<file path="src/rtl/pixel_compositor_if.sv">
// Palette write port: request fields from the master, buffer-empty flag back.
`timescale 1ns/1ps
interface pixel_compositor_if;
    logic        pal_we;
    logic        pal_sel;
    logic [3:0]  pal_addr;
    logic [11:0] pal_data;
    logic        pal_ready;

    modport master (
        output pal_we, pal_sel, pal_addr, pal_data,
        input  pal_ready
    );

    modport slave (
        input  pal_we, pal_sel, pal_addr, pal_data,
        output pal_ready
    );
endinterface

</file>
<file path="src/rtl/pixel_compositor.sv">
// Palette-index merge, blanking-deferred palette writes and sync alignment
// from the background/sprite sources to 12-bit RGB.
`timescale 1ns/1ps
module pixel_compositor #(
    parameter int         SRC_LATENCY = 1,
    parameter logic [3:0] TRANSPARENT = 4'h0,
    parameter int         FRAME_W     = 8
) (
    input  logic               clk,
    input  logic               reset,
    input  logic               hsync_in,
    input  logic               vsync_in,
    input  logic               vde_in,
    input  logic [3:0]         bg_pixel,
    input  logic [3:0]         sprite_pixel,
    input  logic               sprite_valid,
    pixel_compositor_if.slave  pal,
    output logic [3:0]         red,
    output logic [3:0]         green,
    output logic [3:0]         blue,
    output logic               hsync_out,
    output logic               vsync_out,
    output logic               vde_out,
    output logic [FRAME_W-1:0] frame_count
);
    localparam int DLY = SRC_LATENCY + 2;

    typedef enum logic {EMPTY, PENDING} state_t;

    state_t      state, state_nx;
    logic [DLY-1:0] hs_d, vs_d, de_d;
    logic [3:0]  idx_a;
    logic        src_a;
    logic [11:0] bg_pal  [16];
    logic [11:0] spr_pal [16];
    logic [11:0] lookup;
    logic        buf_sel;
    logic [3:0]  buf_addr;
    logic [11:0] buf_data;
    logic        commit;
    logic        w_sel;
    logic [3:0]  w_addr;
    logic [11:0] w_data;
    logic        vs_q;
    logic        use_spr;

    always_ff @(posedge clk or posedge reset) begin
        if (reset) begin
            hs_d <= '0;
            vs_d <= '0;
            de_d <= '0;
        end else begin
            hs_d <= {hs_d[DLY-2:0], hsync_in};
            vs_d <= {vs_d[DLY-2:0], vsync_in};
            de_d <= {de_d[DLY-2:0], vde_in};
        end
    end

    assign hsync_out = hs_d[DLY-1];
    assign vsync_out = vs_d[DLY-1];
    assign vde_out   = de_d[DLY-1];

    assign use_spr = sprite_valid && (sprite_pixel != TRANSPARENT);

    always_ff @(posedge clk or posedge reset) begin
        if (reset) begin
            idx_a <= 4'h0;
            src_a <= 1'b0;
        end else begin
            idx_a <= use_spr ? sprite_pixel : bg_pixel;
            src_a <= use_spr;
        end
    end

    assign lookup = src_a ? spr_pal[idx_a] : bg_pal[idx_a];

    // de_d[DLY-2] is the vde of the pixel now leaving stage A
    always_ff @(posedge clk or posedge reset) begin
        if (reset) begin
            {red, green, blue} <= 12'h000;
        end else begin
            {red, green, blue} <= de_d[DLY-2] ? lookup : 12'h000;
        end
    end

    always_ff @(posedge clk or posedge reset) begin
        if (reset) begin
            for (int i = 0; i < 16; i++) begin
                bg_pal[i]  <= 12'h000;
                spr_pal[i] <= 12'h000;
            end
        end else if (commit) begin
            if (w_sel) spr_pal[w_addr] <= w_data;
            else       bg_pal[w_addr]  <= w_data;
        end
    end

    always_ff @(posedge clk or posedge reset) begin
        if (reset) begin
            buf_sel  <= 1'b0;
            buf_addr <= 4'h0;
            buf_data <= 12'h000;
        end else if (state == EMPTY && pal.pal_we) begin
            buf_sel  <= pal.pal_sel;
            buf_addr <= pal.pal_addr;
            buf_data <= pal.pal_data;
        end
    end

    always_ff @(posedge clk or posedge reset) begin
        if (reset) state <= EMPTY;
        else       state <= state_nx;
    end

    always_comb begin
        state_nx = state;
        unique case (1'b1)
            (state == EMPTY)   && pal.pal_we && vde_in: state_nx = PENDING;
            (state == PENDING) && !vde_in:              state_nx = EMPTY;
            default: ;
        endcase
    end

    // An EMPTY-state request seen during blanking bypasses the buffer
    always_comb begin
        pal.pal_ready = 1'b0;
        commit        = 1'b0;
        w_sel         = buf_sel;
        w_addr        = buf_addr;
        w_data        = buf_data;
        unique case (state)
            EMPTY: begin
                pal.pal_ready = 1'b1;
                commit        = pal.pal_we && !vde_in;
                w_sel         = pal.pal_sel;
                w_addr        = pal.pal_addr;
                w_data        = pal.pal_data;
            end
            PENDING: begin
                commit = !vde_in;
            end
            default: ;
        endcase
    end

    always_ff @(posedge clk or posedge reset) begin
        if (reset) begin
            vs_q        <= 1'b0;
            frame_count <= '0;
        end else begin
            vs_q <= vsync_in;
            if (vsync_in && !vs_q) frame_count <= frame_count + FRAME_W'(1);
        end
    end
endmodule

</file>
<file path="src/flat_wrapper.sv">
// flat-port wrapper written by rule: the top's interface ports become plain ports
module pixel_compositor_flat 
#(
    parameter int         SRC_LATENCY = 1,
    parameter logic [3:0] TRANSPARENT = 4'h0,
    parameter int         FRAME_W     = 8
)
  (clk, reset, hsync_in, vsync_in, vde_in, bg_pixel, sprite_pixel, sprite_valid, red, green, blue, hsync_out, vsync_out, vde_out, frame_count, pal_pal_we, pal_pal_sel, pal_pal_addr, pal_pal_data, pal_pal_ready);
  pixel_compositor_if pal_i ();
  input  logic clk;
  input  logic reset;
  input  logic hsync_in;
  input  logic vsync_in;
  input  logic vde_in;
  input  logic [3:0] bg_pixel;
  input  logic [3:0] sprite_pixel;
  input  logic sprite_valid;
  output logic [3:0] red;
  output logic [3:0] green;
  output logic [3:0] blue;
  output logic hsync_out;
  output logic vsync_out;
  output logic vde_out;
  output logic [FRAME_W-1:0] frame_count;
  input wire logic [$bits(pal_i.pal_we)-1:0] pal_pal_we;
  input wire logic [$bits(pal_i.pal_sel)-1:0] pal_pal_sel;
  input wire logic [$bits(pal_i.pal_addr)-1:0] pal_pal_addr;
  input wire logic [$bits(pal_i.pal_data)-1:0] pal_pal_data;
  output wire logic [$bits(pal_i.pal_ready)-1:0] pal_pal_ready;
  assign pal_i.pal_we = pal_pal_we;
  assign pal_i.pal_sel = pal_pal_sel;
  assign pal_i.pal_addr = pal_pal_addr;
  assign pal_i.pal_data = pal_pal_data;
  assign pal_pal_ready = pal_i.pal_ready;
  pixel_compositor #(.SRC_LATENCY(SRC_LATENCY), .TRANSPARENT(TRANSPARENT), .FRAME_W(FRAME_W)) u_core (.clk(clk), .reset(reset), .hsync_in(hsync_in), .vsync_in(vsync_in), .vde_in(vde_in), .bg_pixel(bg_pixel), .sprite_pixel(sprite_pixel), .sprite_valid(sprite_valid), .pal(pal_i), .red(red), .green(green), .blue(blue), .hsync_out(hsync_out), .vsync_out(vsync_out), .vde_out(vde_out), .frame_count(frame_count));
endmodule
</file>
<file path="config.mk">
export PLATFORM = sky130hd
export DESIGN_NAME = pixel_compositor_flat
export DESIGN_NICKNAME = d
export VERILOG_FILES = /design/src/rtl/pixel_compositor_if.sv /design/src/rtl/pixel_compositor.sv /design/src/flat_wrapper.sv
export SDC_FILE = /design/constraint.sdc
export NUM_CORES = 1
export LEC_CHECK = 0
export CAP_MARGIN = 20
export CORE_MARGIN = 2
export CORE_UTILIZATION = 35
export DETAILED_ROUTE_END_ITERATION = 8
export PLACE_DENSITY_LB_ADDON = 0.1
export SYNTH_ARGS = -nofsm -noshare
export SYNTH_HDL_FRONTEND = slang
export SYNTH_SLANG_ARGS = --single-unit
</file>
<file path="constraint.sdc">
create_clock -name clk -period 15 [get_ports clk]
set_input_delay 3 -clock clk [delete_from_list [all_inputs] [get_ports clk]]
set_output_delay 3 -clock clk [all_outputs]
set_load 0.03 [all_outputs]
</file>
==> metrics.md, run 1 <==
| Metric | Value |
|---|---|
| P&R area growth vs syn | 14.3% |
| Die height | 240 um |
| Initial antenna violation count | 0 |
| Worst-Margin Slew | 1.11 ns |
| Clock Path Buffers | 3 |
| Share of cells above drive strength 1 | 47.4% |
| Final Total Pwr | 3.60 mW |
| # nets final | 1300 |
| Fin crit share | 36.3% |
| Most frequent cells in the layout | 433 x dfrtp_1, 431 x mux2_2, 84 x mux4_2, 55 x clkdlybuf4s50_1, 51 x clkbuf_16 |
| Setup CP Type | primary input to asynchronous set/reset pin |
| WP data required | 15.61 ns |
| Final WL | 50.1 mm |
| Vias after detailed routing | 10800 |
| Vias in the first global route | 11600 |
| Die area | 57600 um^2 |
| Setup Skew | 0.0180 ns |
| Die X | 240 um |
| IO Pins | 56 |
| Post-route met1 wirelength | 23.0 mm |
| Sequential share of the synthesized area | 55.9% |
| Critical path fanouts, max | 168 |
| Relative slew slack | 25.7% |
| Routed wl met2 | 23.9 mm |
| TritonRoute pass-1 iters | 4 |
| Crit end category | asynchronous set/reset pin |
| CTS H-tree depth | 2 |
| Post-CTS setup buffer count | 0 |
| Core ar. | 55100 um^2 |
| Pin count of the biggest net entering global routing | 169 |
| Avg Inst Size Synth | 15.5 um^2 |
| Tmin final | 5.44 ns |
| Yosys Warn Count | 0 |
| Clk sinks | 436 |
| Remaining Overflow, GRT | 0 |
| Vias/cell | 5.25 |
| Port Buffers | 55 |
| Pwr dens | 161 nW/um^2 |
| Post-route ant nets | 0 |
| Worst-path clk slew | 0.06 ns |
| Fmax | 184 MHz |
| Post-synthesis instance area | 19500 um^2 |
| CTS Buf Count | 49 |
| Most common cell after layout, fill and taps aside | dfrtp_1 |
| # DRC | 0 |
| Hold buffer count at cts | 0 |
| Count of final setup violators | 0 |
| TNS Setup | 0 ns |
| HP Class | flop to flop |
| CTS resizes | 0 |
| Run status | finished, final reports clean |
| First-pass GRT wire length | 76.4 mm |
| TritonCTS clock tree | yes |
| WL met3 | 1.71 mm |
| Final hold vios | 0 |
| Top routing layer used | met5 |
| Starting Density | 35.4% |
| Final max-slew violation count | 0 |
| Mapped Cells | 1256 |
| VDD IR max | 72.3 uV |
| Worst EP arrival | 6.05 ns |
| Dpl cell area | 20600 um^2 |
| GPL Wtd Cong | 0.720 |
| Skew-Pair Late Insertion Delay | 0.59 ns |
| Unrepaired setup endpoints after global routing | false |
| Register bit total from synthesis | 436 |
| P_leak | 9.59 nW |
| Max Cap Viol | 0 |
| Post-DP HPWL | 29.7 mm |
| Cell area after layout | 22300 um^2 |
| Worst setup SP type | primary input |
| Syn nets | 1289 |
| Yosys cell types | 41 |
| Gr usage total | 18.0% |
| Row cnt | 86 |
| Root Driver | clkbuf_16 |
| WL per Instance | 24.3 um |
| Starting DRT DRC Count | 584 |
[metal layers]
layer	track usage, %	vias to the layer above
li1	-	4729
met1	24.9	5867
met2	29.1	136
met3	2.50	73
met4	5.46	4
met5	3.12	-
[Yosys cell counts]
cell type  number  area (um^2)
a31oi_1        12         75.1
a221oi_1       10         87.6
mux4_2         84         1890
nand3b_1        1         7.51
a22o_1          1         8.76
o21ai_0        13         65.1
or2_2           1         6.26
or3b_2          1         8.76
and2_1          1         6.26
a21oi_4         1         16.3
ha_1            1         12.5
mux2_2        431         4850
mux2i_1        24          240
nand2b_1        5         31.3
o22ai_1         2         12.5
nand2_1        24         90.1
nand3_1        33          165
xnor2_1         4         35.0
mux2_1          3         33.8
o32ai_1         1         8.76
o41ai_1         1         8.76
nor2_1          3         11.3
a21oi_1         1         5.00
buf_4           4         30.0
clkinv_1        1         3.75
o21a_1          1         7.51
dfrtp_1       436        10900
and4_1          2         17.5
buf_6           1         11.3
nor2b_1         3         18.8
o221ai_1       12          105
and4b_1         1         10.0
buf_1           2         7.51
inv_1           8         30.0
o32ai_2         5         81.3
and3_1          1         6.26
xor2_1          3         26.3
buf_2          47          235
clkbuf_1       57          214
a22oi_1        12         90.1
o2111ai_1       2         17.5
[cell type report]
class | count | area [um^2]
Inverter | 9 | 37.5
Multi-Input combinational cell | 700 | 8070
Clock inverter | 8 | 68.8
Fill cell | 5146 | 32800
Antenna cell | 2 | 5.00
Timing Repair Buffer | 71 | 703
Sequential cell | 436 | 10900
Tap cell | 748 | 936
Clock buffer | 83 | 1560
[kinds of logic after synthesis]
group,Yosys count,synth area share (%)
buf+inv,120,2.73
xor+xnor,7,0.314
mux,542,36.0
fa+ha+maj,1,0.0641
compound gates,74,3.02
simple gates,76,1.94
flops,436,55.9
[path summary, 6_finish.rpt]
path | end | depth (start not counted) | from | slack (ns)
max | u_core.bg_pal[27] | 5 | reset | 9.56
min | u_core.vs_d[2] | 0 | u_core.vs_d[1] | 0.35
max reg2reg | u_core.blue[2] | 6 | u_core.idx_a[2] | 11.28
min reg2reg | u_core.vs_d[2] | 0 | u_core.vs_d[1] | 0.35
max in group clk | u_core.bg_pal[158] | 5 | pal_pal_addr[1] | 9.63
min in group asynchronous | u_core.spr_pal[45] | 3 | reset | 3.07
[stage by stage]
step	hold WS, ns	util (%)	cells	worst slack, ns
after floorplan	0.331	-	1256	6.11
after global placement	0.332	37.5	1963	8.74
after detailed placement	0.335	37.5	1963	8.78
after CTS	0.349	40.4	2054	9.41
after global routing	0.366	40.5	2055	9.09
final	0.347	40.5	2057	9.56
[power by group]
part           switching [mW]  internal [mW]
clock network           0.491          0.719
registers               0.162           1.49
logic                   0.306          0.427
[critical path: stages]
cell and delay, ns:
clkdlybuf4s50_1 0.44, clkinvlp_4 0.07, buf_4 0.70, buf_12 0.61
buf_4 0.82
[registers in the layout, summed over array words and instances, names as in the netlist]
| name | flops |
|---|---|
| u_core.idx_a | 4 |
| u_core.de_d | 3 |
| u_core.green | 4 |
| u_core.buf_addr | 4 |
| u_core.src_a | 1 |
| u_core.hs_d | 3 |
| u_core.red | 4 |
| u_core.bg_pal | 192 |
| u_core.buf_data | 12 |
| u_core.buf_sel | 1 |
| u_core.blue | 4 |
| u_core.frame_count | 8 |
| u_core.vs_d | 3 |
| u_core.state | 1 |
| u_core.spr_pal | 192 |
No activity file was read; power rests on OpenSTA's default activity.
==> run 2, diff against run 1 <==
clock period = 5.1 ns   (was 15 ns; I/O delays follow)
==> run 2 against run 1 <==
  * Cell count increased by 0.88%
  * Clock power grew to 3.3 times the previous value
  * Non-clock buffer count up 16
  * Via count grew 0.76%
  * Clock skew up 0.0068 ns
==> metrics.md, run 2 (synthesized netlist as in run 1, its figures left out) <==
| Metric | Value |
|---|---|
| CTS H-tree depth | 2 |
| FF+latch area | 10900 um^2 |
| Worst hold slack | 0.345 ns |
| TritonRoute pass-1 iters | 5 |
| N_diodes | 0 |
| Tmin final | 3.33 ns |
| Post-DP HPWL | 30.5 mm |
| Final hold vios | 0 |
| Hold buffer count at cts | 0 |
| First-pass GRT wire length | 76.8 mm |
| Count of final setup violators | 0 |
| IO Pins | 56 |
| Crit end category | flop |
| P_leak | 9.79 nW |
| CTS Buf Count | 51 |
| Post-CTS setup buffer count | 0 |
| Remaining Overflow, GRT | 0 |
| Die area | 57600 um^2 |
| Critical path's largest stage delay | 0.84 ns |
| Slowest-stage cell, CP | nand3_1 |
| Run status | finished, final reports clean |
| Post-route ant nets | 0 |
| Final max-slew violation count | 0 |
| Fmax | 300 MHz |
| R2r startpoint | u_core.state |
| WP data required | 5.56 ns |
| Setup Skew | 0.0248 ns |
| Die height | 240 um |
| HP Start | u_core.de_d[0] |
| Dpl cell area | 20800 um^2 |
| Fin crit share | 65.3% |
| Worst Hold Endpoint | u_core.de_d[1] |
| Clock Path Buffers | 3 |
| # nets final | 1318 |
| Vias after detailed routing | 10900 |
| Vias/cell | 5.25 |
| HP Class | flop to flop |
| WL per Instance | 24.2 um |
| Vias in the first global route | 11500 |
| Starting DRT DRC Count | 495 |
| Fill cells | 5183 |
| Initial antenna violation count | 0 |
| Final core utilization | 41.2% |
| Area of the multi-input gates | 8060 um^2 |
| Worst setup SP type | primary input |
| Worst EP arrival | 3.79 ns |
| Core ar. | 55100 um^2 |
| Root Driver | clkbuf_16 |
| Setup CP Type | primary input to flop |
| Bufs and invs on worst path | 1 |
| Crit-path cells | clkdlybuf4s50_1 -> nand2b_1 -> o22ai_1 -> nand3_1 -> mux2_2 |
| Clk sinks | 436 |
| Share of cells above drive strength 1 | 48.8% |
| Hold Crit Depth | 0 |
| GPL Wtd Cong | 0.747 |
| VDD IR max | 226 uV |
| Relative slew slack | 33.0% |
| Most common cell after layout, fill and taps aside | dfrtp_1 |
| Max Cap Viol | 0 |
| Cell area after layout | 22700 um^2 |
| Setup slack, reg-to-reg | 2.06 ns |
| # DRC | 0 |
| Biggest regs | u_core.bg_pal: 192 flops, u_core.spr_pal: 192 flops, u_core.buf_data: 12 flops |
| R2r endpoint | u_core.bg_pal[156] |
| CTS resizes | 0 |
| P&R area growth vs syn | 16.4% |
| Final WL | 50.3 mm |
| TritonCTS clock tree | yes |
| Pin count of the biggest net entering global routing | 89 |
| Worst-path clk slew | 0.06 ns |
| Starting Density | 35.4% |
| Top delay family on crit path | simple AND/OR/NAND/NOR gates |
| R2R depth | 5 |
| Worst-Margin Slew | 1.00 ns |
| Die X | 240 um |
| Gr usage total | 18.0% |
| Pwr dens | 489 nW/um^2 |
| Port Buffers | 55 |
| Unrepaired setup endpoints after global routing | false |
| Row cnt | 86 |
| Critical path fanouts, max | 12 |
| Most frequent cells in the layout | 433 x dfrtp_1, 431 x mux2_2, 84 x mux4_2, 55 x clkdlybuf4s50_1, 52 x clkbuf_16 |
| Skew-Pair Late Insertion Delay | 0.60 ns |
run 2: cell count changes in the layout (fill, tap and decap cells not counted):
cell	delta
buf_4	+13
o32ai_1	+1
clkbuf_8	+2
bufinv_16	+7
diode_2	-2
o32ai_2	-1
clkbuf_1	-10
buf_12	+4
clkinv_8	+1
clkinvlp_4	+2
clkinv_2	+1
buf_16	-1
clkbuf_16	+1
run 2: metal layers:
metal	part of all wire, %	wire (um)	vias to the layer above	GRT usage, %
met5	0	0	-	0
met4	2.0	1030	0	4.59
met3	3.4	1690	65	3.04
met2	48	24100	157	29.2
met1	47	23500	5915	25.1
li1	-	-	4754	-
run 2: stage by stage:
stage / total power [mW] / TNS [ns] / worst slack, ns / cells
final: 11.1 / 0 / 1.77 / 2075
after global routing: 11.7 / 0 / 1.69 / 2075
after CTS: 11.3 / 0 / 1.75 / 2075
after detailed placement: 7.15 / 0 / 1.12 / 1980
after global placement: 7.08 / 0 / 1.14 / 1980
after floorplan: 6.45 / -788.86 / -1.81 / 1256
run 2: worst register-to-register path, delay by kind of cell, from the launching register on:
| family | cells | cell delay, ns |
|---|---|---|
| AO/OA/AOI/OAI | 1 | 0.39 |
| buffers and inverters | 1 | 0.28 |
| flip-flops | 1 | 0.49 |
| multiplexers | 1 | 0.54 |
| AND/OR/NAND/NOR | 2 | 1.21 |
run 2: worst max-delay path by stage:
stage	startpoint	to	depth (start not counted)
final	pal_pal_addr[0]	u_core.bg_pal[129]	5
after global routing	pal_pal_addr[0]	u_core.bg_pal[176]	5
after CTS	pal_pal_addr[0]	u_core.bg_pal[174]	5
after detailed placement	pal_pal_addr[0]	u_core.bg_pal[174]	5
after global placement	pal_pal_addr[0]	u_core.spr_pal[3]	5
after floorplan	reset	u_core.bg_pal[0]	1
run 2: cell type report:
| class | instances | area share [%] |
|---|---|---|
| clock inverters | 19 | 1.39 |
| repair buffers | 87 | 3.76 |
| multi-input cells | 700 | 35.5 |
| flip-flops and latches | 436 | 48.1 |
| clock buffers | 76 | 6.92 |
| well taps | 748 | 4.12 |
| inverters | 9 | 0.165 |
run 2: report_power, final:
part           leakage [nW]  total, mW  switching [mW]  internal (mW)
combinational          3.43       2.19           0.921           1.26
clock                 0.929       4.03            1.50           2.53
sequential             5.43       4.87           0.483           4.39
total                  9.79       11.1            2.90           8.19
